===== src/rtl/mem_port_arbiter_pkg.sv =====
// Shared definitions for the memory-port arbiter: FSM encoding and policy codes.
package mem_arb_pkg;

    typedef enum logic [1:0] {
        IDLE    = 2'd0,
        ISSUE   = 2'd1,
        WAIT_RD = 2'd2
    } arb_state_t;

    localparam int ARB_FIXED = 0;
    localparam int ARB_RR    = 1;

endpackage


===== src/rtl/mem_port_arbiter_rr_pick.sv =====
// Combinational priority picker. In round-robin mode the scan starts just
// above the base pointer and wraps; otherwise the lowest index wins.
module rr_pick
    import mem_arb_pkg::*;
#(
    parameter int N  = 2,
    parameter int GW = $clog2(N)
) (
    input  logic [N-1:0]  req,
    input  logic [GW-1:0] base,
    input  logic          rr_mode,
    output logic          found,
    output logic [GW-1:0] idx
);

    // Scan the request vector in policy order and keep the first hit.
    always_comb begin
        int c;
        c     = 0;
        found = 1'b0;
        idx   = '0;
        if (rr_mode) begin
            for (int k = 1; k <= N; k++) begin
                c = (int'(base) + k) % N;
                if (!found && req[c]) begin
                    found = 1'b1;
                    idx   = GW'(c);
                end
            end
        end else begin
            for (int i = 0; i < N; i++) begin
                if (!found && req[i]) begin
                    found = 1'b1;
                    idx   = GW'(i);
                end
            end
        end
    end

endmodule


===== src/rtl/mem_port_arbiter.sv =====
// N-channel arbiter sharing one memory port. Grants are decided only in IDLE,
// the winner's payload is latched and held until the memory accepts it, and
// one outstanding read is tracked so the returned data reaches its owner.
module mem_port_arbiter
    import mem_arb_pkg::*;
#(
    parameter int NCH   = 2,
    parameter int ADDRW = 32,
    parameter int DATAW = 32,
    parameter int MODE  = 0,
    parameter int GW    = $clog2(NCH)
) (
    input  logic                 clk,
    input  logic                 rstn,
    input  logic                 force_en,
    input  logic [GW-1:0]        force_ch,
    input  logic [NCH-1:0]       ch_req,
    input  logic [NCH-1:0]       ch_we,
    input  logic [NCH*ADDRW-1:0] ch_addr,
    input  logic [NCH*DATAW-1:0] ch_wdata,
    output logic [NCH-1:0]       ch_ack,
    output logic [NCH-1:0]       ch_rvalid,
    output logic [DATAW-1:0]     ch_rdata,
    output logic                 mem_req,
    output logic                 mem_we,
    output logic [ADDRW-1:0]     mem_addr,
    output logic [DATAW-1:0]     mem_wdata,
    input  logic                 mem_ready,
    input  logic                 mem_rvalid,
    input  logic [DATAW-1:0]     mem_rdata,
    output logic                 busy
);

    arb_state_t       state_reg, state_next;
    logic [GW-1:0]    grant_reg, grant_next;
    logic [GW-1:0]    ptr_reg, ptr_next;
    logic             we_reg, we_next;
    logic [ADDRW-1:0] addr_reg, addr_next;
    logic [DATAW-1:0] wdata_reg, wdata_next;

    logic [ADDRW-1:0] addr_arr  [NCH];
    logic [DATAW-1:0] wdata_arr [NCH];
    logic [NCH-1:0]   eligible;
    logic             pick_found;
    logic [GW-1:0]    pick_idx;
    logic             ack_fire;
    logic             rv_fire;

    assign ack_fire = (state_reg == ISSUE) && mem_ready;
    assign rv_fire  = (state_reg == WAIT_RD) && mem_rvalid;

    // Per-channel unpacking, force masking and one-hot response steering.
    // An out-of-range force_ch matches no channel, so nothing is eligible.
    generate
        for (genvar gi = 0; gi < NCH; gi++) begin : g_ch
            assign addr_arr[gi]  = ch_addr[gi*ADDRW +: ADDRW];
            assign wdata_arr[gi] = ch_wdata[gi*DATAW +: DATAW];
            assign eligible[gi]  = ch_req[gi] & (~force_en | (force_ch == GW'(gi)));
            assign ch_ack[gi]    = ack_fire & (grant_reg == GW'(gi));
            assign ch_rvalid[gi] = rv_fire & (grant_reg == GW'(gi));
        end
    endgenerate

    rr_pick #(
        .N  (NCH),
        .GW (GW)
    ) u_pick (
        .req     (eligible),
        .base    (ptr_reg),
        .rr_mode (MODE == ARB_RR),
        .found   (pick_found),
        .idx     (pick_idx)
    );

    assign mem_req   = (state_reg == ISSUE);
    assign mem_we    = we_reg;
    assign mem_addr  = addr_reg;
    assign mem_wdata = wdata_reg;
    assign ch_rdata  = mem_rdata;
    assign busy      = (state_reg != IDLE);

    // State, grant, pointer and latched payload registers.
    always_ff @(posedge clk or negedge rstn) begin
        if (!rstn) begin
            state_reg <= IDLE;
            grant_reg <= '0;
            ptr_reg   <= GW'(NCH - 1);
            we_reg    <= 1'b0;
            addr_reg  <= '0;
            wdata_reg <= '0;
        end else begin
            state_reg <= state_next;
            grant_reg <= grant_next;
            ptr_reg   <= ptr_next;
            we_reg    <= we_next;
            addr_reg  <= addr_next;
            wdata_reg <= wdata_next;
        end
    end

    // Next-state logic: grant in IDLE, hand off on ready, finish on read data.
    always_comb begin
        state_next = state_reg;
        grant_next = grant_reg;
        ptr_next   = ptr_reg;
        we_next    = we_reg;
        addr_next  = addr_reg;
        wdata_next = wdata_reg;
        case (state_reg)
            IDLE: begin
                if (pick_found) begin
                    grant_next = pick_idx;
                    we_next    = ch_we[pick_idx];
                    addr_next  = addr_arr[pick_idx];
                    wdata_next = wdata_arr[pick_idx];
                    state_next = ISSUE;
                end
            end
            ISSUE: begin
                if (mem_ready) begin
                    if (MODE == ARB_RR) begin
                        ptr_next = grant_reg;
                    end
                    state_next = we_reg ? IDLE : WAIT_RD;
                end
            end
            WAIT_RD: begin
                if (mem_rvalid) begin
                    state_next = IDLE;
                end
            end
            default: state_next = IDLE;
        endcase
    end

endmodule


===== config.mk =====
export PLATFORM = sky130hd
export DESIGN_NAME = mem_port_arbiter
export DESIGN_NICKNAME = d
export VERILOG_FILES = /design/src/rtl/mem_port_arbiter_pkg.sv /design/src/rtl/mem_port_arbiter_rr_pick.sv /design/src/rtl/mem_port_arbiter.sv
export SDC_FILE = /design/constraint.sdc
export NUM_CORES = 1
export LEC_CHECK = 0
export ABC_CLOCK_PERIOD_IN_PS = 1400
export BUFFER_PORTS_ARGS = -buffer_cell sky130_fd_sc_hd__buf_2
export CAP_MARGIN = 25
export CORE_MARGIN = 5
export CORE_UTILIZATION = 37
export DETAILED_ROUTE_END_ITERATION = 8
export PLACE_DENSITY = 0.83
export REMOVE_ABC_BUFFERS = 1
export SYNTH_ARGS = -nofsm -noshare
export SYNTH_HDL_FRONTEND = slang
export SYNTH_HIERARCHICAL = 1
export SYNTH_SLANG_ARGS = --single-unit

===== constraint.sdc =====
create_clock -name clk -period 1.4 [get_ports clk]
set_input_delay 0.35 -clock clk [delete_from_list [all_inputs] [get_ports clk]]
set_output_delay 0.35 -clock clk [all_outputs]
set_load 0.05 [all_outputs]

Word-level counts from Yosys, hierarchy flattened
Index checks and enable logic that the tools add are counted.
- magnitude comparators: 2
- equal/unequal tests: 5
- multiplexer cells: 16
- bitwise logic cells: 12
- reduce and logical (&&, ||, !) cells: 8
- operator list (kind ; count):
    $mux W32 ; 6
    $mux W2 ; 4
    $and A1 B1 Y1 ; 6
    $pmux W2 S3 ; 1
    $mux W1 ; 5
    $ne A2 B2 Y1 const B ; 2
    $logic_and A1 B1 Y1 ; 3
    $not A1 Y1 ; 3
    $reduce_and A3 Y1 ; 1
    $eq A2 B1 Y1 const B ; 1
    $eq A2 B2 Y1 const B ; 1
    $ge A2 B2 Y1 const B ; 1
    $logic_not A2 Y1 ; 1
    $lt A1 B2 Y1 const B ; 1
    $ne A2 B1 Y1 const B ; 1
    $not A1 Y2 ; 1
    $or A1 B1 Y1 ; 2
    $reduce_and A2 Y1 ; 1
    $reduce_bool A2 Y1 ; 1
    $logic_not A1 Y1 ; 1
- flip-flop bits (word level): 68
- output and inout bits: 103

Depth between registers and ports, before layout
Gate-level depths: netlist of run 1.
- depth after elaboration: 11
- gate-level depth with buffers: 7
- mapped depth without buffers: 5

Cells and area by module
Netlist of run 1, hierarchy kept.
- modules (own cells, without submodules) (module ; times used ; cells an instance ; area an instance (um^2) ; sequential area each (um^2)):
    mem_port_arbiter ; 1 ; 262 ; 3778.6 ; 1701.6
    rr_pick ; 1 ; 3 ; 20.0 ; 0.0

Least setup slack after synthesis of run 1
OpenSTA, ideal clock, no wires.
- path type: register -> output
- start point: reg state_reg[0]
- end point: out ch_ack[0]
- arrival time: 2.487 ns
- data required time: 1.050 ns
- setup slack: -1.437 ns
- cell stages (with the launch flop): 3
- buffers on the path: 0
- cell sequence: dfrtp_1 > nor2b_1 > nor3b_1
- word-level cells in the longest chain between the ends: 3
- RTL lines (element ; line ; text):
    start, declared ; mem_port_arbiter.sv:34 ; arb_state_t state_reg, state_next;
    start signal, assigned ; mem_port_arbiter.sv:92 ; state_reg <= state_next;
    $eq A2 B1 Y1 ; n/a ;
    named net mem_req ; mem_port_arbiter.sv:24 ; output logic mem_req,
    $logic_and A1 B1 Y1 ; mem_port_arbiter.sv:49 ; assign ack_fire = (state_reg == ISSUE) && mem_ready;
    $and A1 B1 Y1 ; mem_port_arbiter.sv:59 ; assign ch_ack[gi] = ack_fire & (grant_reg == GW'(gi));
    end, declared ; mem_port_arbiter.sv:21 ; output logic [NCH-1:0] ch_ack,
The timed path passes the listed nets, and every way through them passes these cells.

Worst setup path in the final report of run 1
- start point: reg state_reg[1]
- end point: reg wdata_reg[10], in the netlist mem_wdata[10]
- word-level cells in the longest chain between the ends: 2
- RTL lines (element ; line ; text):
    $logic_not A2 Y1 ; mem_port_arbiter.sv:109 ; case (state_reg)
    $reduce_and A2 Y1 (no line) ; n/a ;
    end signal, assigned ; mem_port_arbiter.sv:97 ; wdata_reg <= wdata_next;
    end, declared ; mem_port_arbiter.sv:39 ; logic [DATAW-1:0] wdata_reg, wdata_next;
Every way passes these cells.
A chain may end at the register's enable or synchronous reset.

==> run_results.csv, run 1 <==
group,metric,value,unit
timing,final.min_clock_period,1.72,ns
floorplan,die_area,0.0124,mm2
synthesis,synth_flop_cell,"dfrtp_1",
synthesis,ys_top_cells_by_count,"99 x mux2_2, 68 x dfrtp_1, 32 x buf_4",
synthesis,synth_area,0.00380,mm2
timing,period_share,123,%
critical_path,crit_path_start,"state_reg[1]",
global_route,grt_pass1_wl,19300,um
critical_path,cp_top_family,"buffers and inverters",
cells_and_area,nets,655,
detailed_routing,first_iter_violations,107,
synthesis,synthCells,265,
cells_and_area,syn2layout_area_growth,58.8,%
critical_path,cp_max_fo,4,
synthesis,synth_fa_ha_area_share,0,%
global_route,use_met1,24.0,%
critical_path,path_buf_inv,5,
critical_path,crit_chain,"buf_6 -> nor3b_4 -> buf_6 -> buf_6 -> buf_12 -> buf_16 -> mux2_4",
clocking,clock-sinks,68,
clocking,path_clk_slew,0.08,ns
critical_path,start_kind,"flop",
clocking,insertion_delay,0.34,ns
detailed_routing,firstDrtPassIters,3,
cells_and_area,fillCellCount,818,
run,cap_violations,0,
detailed_routing,drt_wl_total,14000,um
global_route,grt_util_met3,11.6,%
timing,whs,0.0202,ns
hold_path,hold_path_class,"primary input to async pin",
critical_path,reg2reg_to,"mem_wdata[10]",
critical_path,timing.rr.start,"state_reg[1]",
synthesis,synthMuxAreaShare,41.7,%
synthesis,yosysTopAreaCellShare,44.8,%
synthesis,synth_edf_count,0,
critical_path,crit_arrival,1.93,ns
global_route,grt.total_usage,20.4,%
synthesis,synth-compound-area-share,1.05,%
cells_and_area,drive_gt1_share,83.6,%
synthesis,synthArstFlopShare,100,%
cells_and_area,n_antenna_cell,0,
synthesis,yosys.cell_count.top_type,"mux2_2",
synthesis,synth_area_leaders,"dfrtp_1 45%, mux2_2 29%, mux2_4 12%",
timing,rsz0062_at_grt,"true",
synthesis,synth_top_family_by_area,"multiplexers",
timing,fin_skew,0.0122,ns
clocking,ctsHtreeMaxLevel,3,
place,port_buffers,208,
global_route,use_met2,32.7,%
floorplan,initial_utilization,37.3,%
detailed_routing,wl_per_cell,22.3,um
clocking,cts_inserted_buffers,9,
global_route,grt_overflow_total,0,
power,ir_drop,1090,uV
global_route,grt_most_used_layer,"met2",
timing,fin_ws,-0.316,ns
critical_path,reg2reg_depth,7,
synthesis,synth_warnings,6,
global_route,grt_max_degree,69,
critical_path,crit_type,"flop to flop",
power,p_total,14.9,mW
floorplan,num_rows,37,
place,place_congestion,0.822,
critical_path,r2r_slack,-0.32,ns
floorplan,die_height,111,um
detailed_routing,antenna_left,0,
critical_path,max_stage_delay,0.44,ns
floorplan,core,0.0102,mm2
synthesis,yosysSeqAreaShare,44.8,%
detailed_routing,vias,3058,
status,violations,"negative setup slack",
global_route,antenna_found_initial,0,
place,post-place-ws,-0.588,ns
power,power_density,2470,mW/mm2
synthesis,synthDistinctLibCells,24,
critical_path,slowest_stage,"dfrtp_2",
synthesis,synth_top_area_cell,"dfrtp_1",
floorplan,fp.dieW,111,um
clocking,cts_root_buffer,"clkbuf_8",
timing,slew_violations,0,
clocking,cts_buffer_depth,2,
detailed_routing,drc,0,
synthesis,synth-seq-cells,68,
timing,fmax,583,MHz
synthesis,synth_simple_gate_area_share,1.98,%
timing,setup_violations,73,
synthesis,synth_area_per_cell,14.3,um2
critical_path,worstPathRequired,1.61,ns
global_route,grt_pass1_vias,3424,
critical_path,crit_path_end_kind,"flop",
timing,hold_viol_final,0,
synthesis,synthXorXnorAreaFrac,0,%
clocking,cts_tree,"done",
status,status,"complete, but fails checks",
floorplan,io_pins,273,
detailed_routing,avgViaCountPerCell,4.89,
place,hpwl,8350,um
critical_path,crit_path_frequent_cell,"buf_6",
power,p_leak,3.08,nW
worst max path at each step:
stage	to	slack (ns)	cells past startpoint
finish	mem_wdata[10]	-0.32	7
global route	ch_rvalid[0]	-0.38	3
CTS	ch_rvalid[0]	-0.35	3
detailed placement	mem_addr[30]	-0.59	7
global placement	mem_wdata[27]	-0.56	7
floorplan	grant_reg	-3.17	4
cells by family (layout without fill, tap and decap cells):
logic type | after synthesis | after routing
compound gates | 5 | 5
other cells | 2 | 2
flops | 68 | 68
simple gates | 10 | 10
mux | 131 | 131
buf+inv | 49 | 273
layout by cell type, fill, tap and decap left out, drive strengths merged, types with 2 or more instances in the layout:
cell type	n
mux2i	2
a21boi	3
conb	2
clkbuf	19
dfrtp	68
clkinv	2
inv	3
buf	249
nor3b	2
or2	2
mux2	129
worst reg2reg max path: cells and delay by family, from the launching register on:
| family | cells | cell delay (ns) |
|---|---|---|
| buffers and inverters | 5 | 0.62 |
| muxes | 1 | 0.30 |
| DFF | 1 | 0.44 |
| and+or+nand+nor | 1 | 0.23 |
per-layer routing:
metal  vias up  wire [um]
met2       169       6600
met5         -         78
met3        19       1350
met1      1521       5760
li1       1347          -
met4         2        173
what timing repair did:
item | 4_1_cts | 5_1_grt
resized for setup | 55 | 84
cloned | 11 | 6
pin swaps | 5 | 3
hold buffers | 0 | 0
buffers inserted | 18 | 10
endpoints found under the setup margin | 71 | 73
layout make-up:
class | count | area, um2 | area share [%]
Multi-Input combinational cell | 148 | 2020 | 33.5
Timing Repair Buffer | 255 | 1950 | 32.4
Sequential cell | 68 | 1700 | 28.3
Tap cell | 136 | 170 | 2.82
Clock buffer | 13 | 159 | 2.63
Inverter | 3 | 11.3 | 0.187
Clock inverter | 2 | 10.0 | 0.166
stage by stage:
stage	TNS (ns)	instance area, um2	util (%)	std cells
floorplan	-215.19	3420	-	219
global placement	-36.00	4780	46.9	572
detailed placement	-36.81	4780	46.9	572
CTS	-19.86	5600	55.0	616
global route	-21.00	6030	59.2	625
finish	-17.07	6030	59.2	625
where the power goes:
| part | internal [mW] | total, mW | leakage (nW) | switching [mW] |
|---|---|---|---|---|
| clock network | 0.727 | 1.45 | 0.0893 | 0.726 |
| registers | 2.99 | 3.60 | 0.795 | 0.613 |
| logic | 4.14 | 9.82 | 2.20 | 5.68 |
Note: power is estimated with default switching activity, not from simulation.
==> run 2: changes to the inputs <==
- CORE_MARGIN: 5 -> 10
==> run 2 against run 1 <==
Effect of this change: the run still ends with negative setup slack left; core utilization shrank 1.6 points; critical path depth shrank 4; count of clock-buffer cells in the layout shrank 3; register-to-register slack better by 0.05 ns; critical path type is now flop to primary output; critical endpoint is now ch_ack[0].
==> run_results.csv, run 2 (synthesized netlist as in run 1, its figures left out) <==
group,metric,value,unit
place,hpwl,9300,um
power,p_int,7.62,mW
critical_path,reg2reg_to,"mem_addr[5]",
global_route,antenna_found_initial,0,
cells_and_area,final_cell_mix,"198 x buf_2, 73 x mux2_4, 67 x dfrtp_1",
clocking,ctsHtreeMaxLevel,3,
timing,rsz0062_at_grt,"true",
timing,fin_skew,0.0133,ns
critical_path,cp.depth,3,
timing,fmax,585,MHz
cells_and_area,design_area,0.00571,mm2
clocking,path_clk_slew,0.08,ns
critical_path,crit_path_end_kind,"primary output",
place,dp_cells,570,
place,place_congestion,0.901,
critical_path,crit_type,"flop to primary output",
cells_and_area,final_common_cell,"buf_2",
global_route,grt_pass1_wl,20500,um
cells_and_area,drive_gt1_share,83.5,%
critical_path,path_buf_inv,1,
clocking,cts_tree,"done",
power,netSwitchingFraction,47.7,%
timing,slew_violations,0,
detailed_routing,vias,2942,
detailed_routing,wl_per_cell,22.4,um
floorplan,die_height,121,um
timing,setup_violations,72,
clocking,cts_root_buffer,"clkbuf_8",
detailed_routing,antenna_left,0,
critical_path,crit_chain,"nor2b_4 -> nor3b_2 -> buf_6",
global_route,grt_pass1_vias,3623,
hold_path,hold_path_class,"primary input to async pin",
clocking,ctsHoldBuffers,0,
floorplan,io_pins,273,
timing,period_share,122,%
cells_and_area,stdcell_count,611,
detailed_routing,drt_wl_total,13700,um
timing,whs,0.0192,ns
detailed_routing,drc,0,
floorplan,core,0.00991,mm2
clocking,cts_buffer_depth,2,
power,p_switching,6.94,mW
detailed_routing,first_iter_violations,87,
status,status,"complete, but fails checks",
critical_path,cp_top_family,"flip-flops",
floorplan,fp.dieW,121,um
power,p_leak,2.89,nW
floorplan,initial_utilization,38.3,%
run,cap_violations,0,
power,power_density,2550,mW/mm2
critical_path,worstPathRequired,1.05,ns
critical_path,start_kind,"flop",
critical_path,crit_arrival,1.36,ns
timing,fin_ws,-0.308,ns
detailed_routing,avgViaCountPerCell,4.82,
status,violations,"negative setup slack",
clocking,clock-sinks,68,
power,ir_drop,1200,uV
cells_and_area,nets,644,
place,place_area,0.00478,mm2
power,power_frac_clock,11.0,%
critical_path,cp_max_fo,4,
critical_path,r2r_slack,-0.27,ns
critical_path,reg2reg_depth,5,
critical_path,timing.rr.start,"state_reg[1]",
cells_and_area,fillCellCount,777,
global_route,grt.total_usage,18.1,%
timing,final.min_clock_period,1.71,ns
cells_and_area,syn2layout_area_growth,50.2,%
timing,hold_viol_final,0,
power,power.share.sequential,24.6,%
detailed_routing,firstDrtPassIters,4,
clocking,insertion_delay,0.34,ns
clocking,cts_inserted_buffers,9,
global_route,grt_max_degree,69,
place,port_buffers,208,
floorplan,die_area,0.0147,mm2
floorplan,num_rows,36,
global_route,grt_overflow_total,0,
critical_path,max_stage_delay,0.46,ns
cells_and_area,n_antenna_cell,0,
critical_path,slowest_stage,"dfrtp_2",
power,comb_power_share,64.4,%
## run 2: worst max path at each step
stage | start | to | slack [ns]
after floorplan | ch_req[0] | grant_reg | -3.17
after global placement | force_ch | mem_wdata[29] | -0.63
after detailed placement | force_ch | mem_wdata[1] | -0.64
after CTS | state_reg[0] | ch_rvalid[0] | -0.35
after global routing | state_reg[1] | ch_ack[0] | -0.37
final | state_reg[1] | ch_ack[0] | -0.31
## run 2: worst reg2reg max path, delay by kind of cell, from the launching register on
kind | cells | cell delay (ns)
flops | 1 | 0.46
simple gates | 1 | 0.23
buf+inv | 3 | 0.57
mux | 1 | 0.30
## run 2: timing repair
| item | 4_1_cts | 5_1_grt |
|---|---|---|
| cloned | 12 | 1 |
| endpoints found under the setup margin | 72 | 73 |
| gates resized for setup | 86 | 26 |
| setup buffers | 18 | 4 |
| pin swaps | 6 | 4 |
## run 2: power by group through the flow
stage          registers (mW)  clock network, mW  logic, mW
2_1_floorplan            6.92                  0       2.11
3_3_place_gp             3.48                  0       7.71
3_5_place_dp             3.54                  0       7.81
4_1_cts                  3.56               1.65       9.77
5_1_grt                  3.71               1.76       9.78
6_report                 3.58               1.60       9.37
## run 2: through the flow
step	power, mW	TNS (ns)	utilization (%)	worst slack [ns]
floorplan	9.03	-215.19	-	-3.17
global placement	11.2	-40.31	48.3	-0.625
detailed placement	11.4	-40.30	48.3	-0.640
CTS	15.0	-17.72	58.5	-0.348
global route	15.2	-19.49	57.6	-0.367
finish	14.6	-16.28	57.6	-0.308
## run 2: layer usage
metal / vias up / global-route usage (%) / part of all wire [%]
li1: 1328 / - / -
met1: 1416 / 20.4 / 40
met2: 189 / 28.1 / 45
met3: 9 / 11.9 / 14
met4: 0 / 3.43 / 0.63
met5: - / 0 / 0
## run 2: cell type report
class / count / area [um2] / area share (%)
multi-input combinational: 148 / 1940 / 34.1
sequential: 68 / 1700 / 29.8
timing repair buffer: 244 / 1690 / 29.6
tap: 133 / 166 / 2.92
clock buffer: 10 / 138 / 2.41
clock inverter: 5 / 52.6 / 0.921
inverter: 3 / 11.3 / 0.197
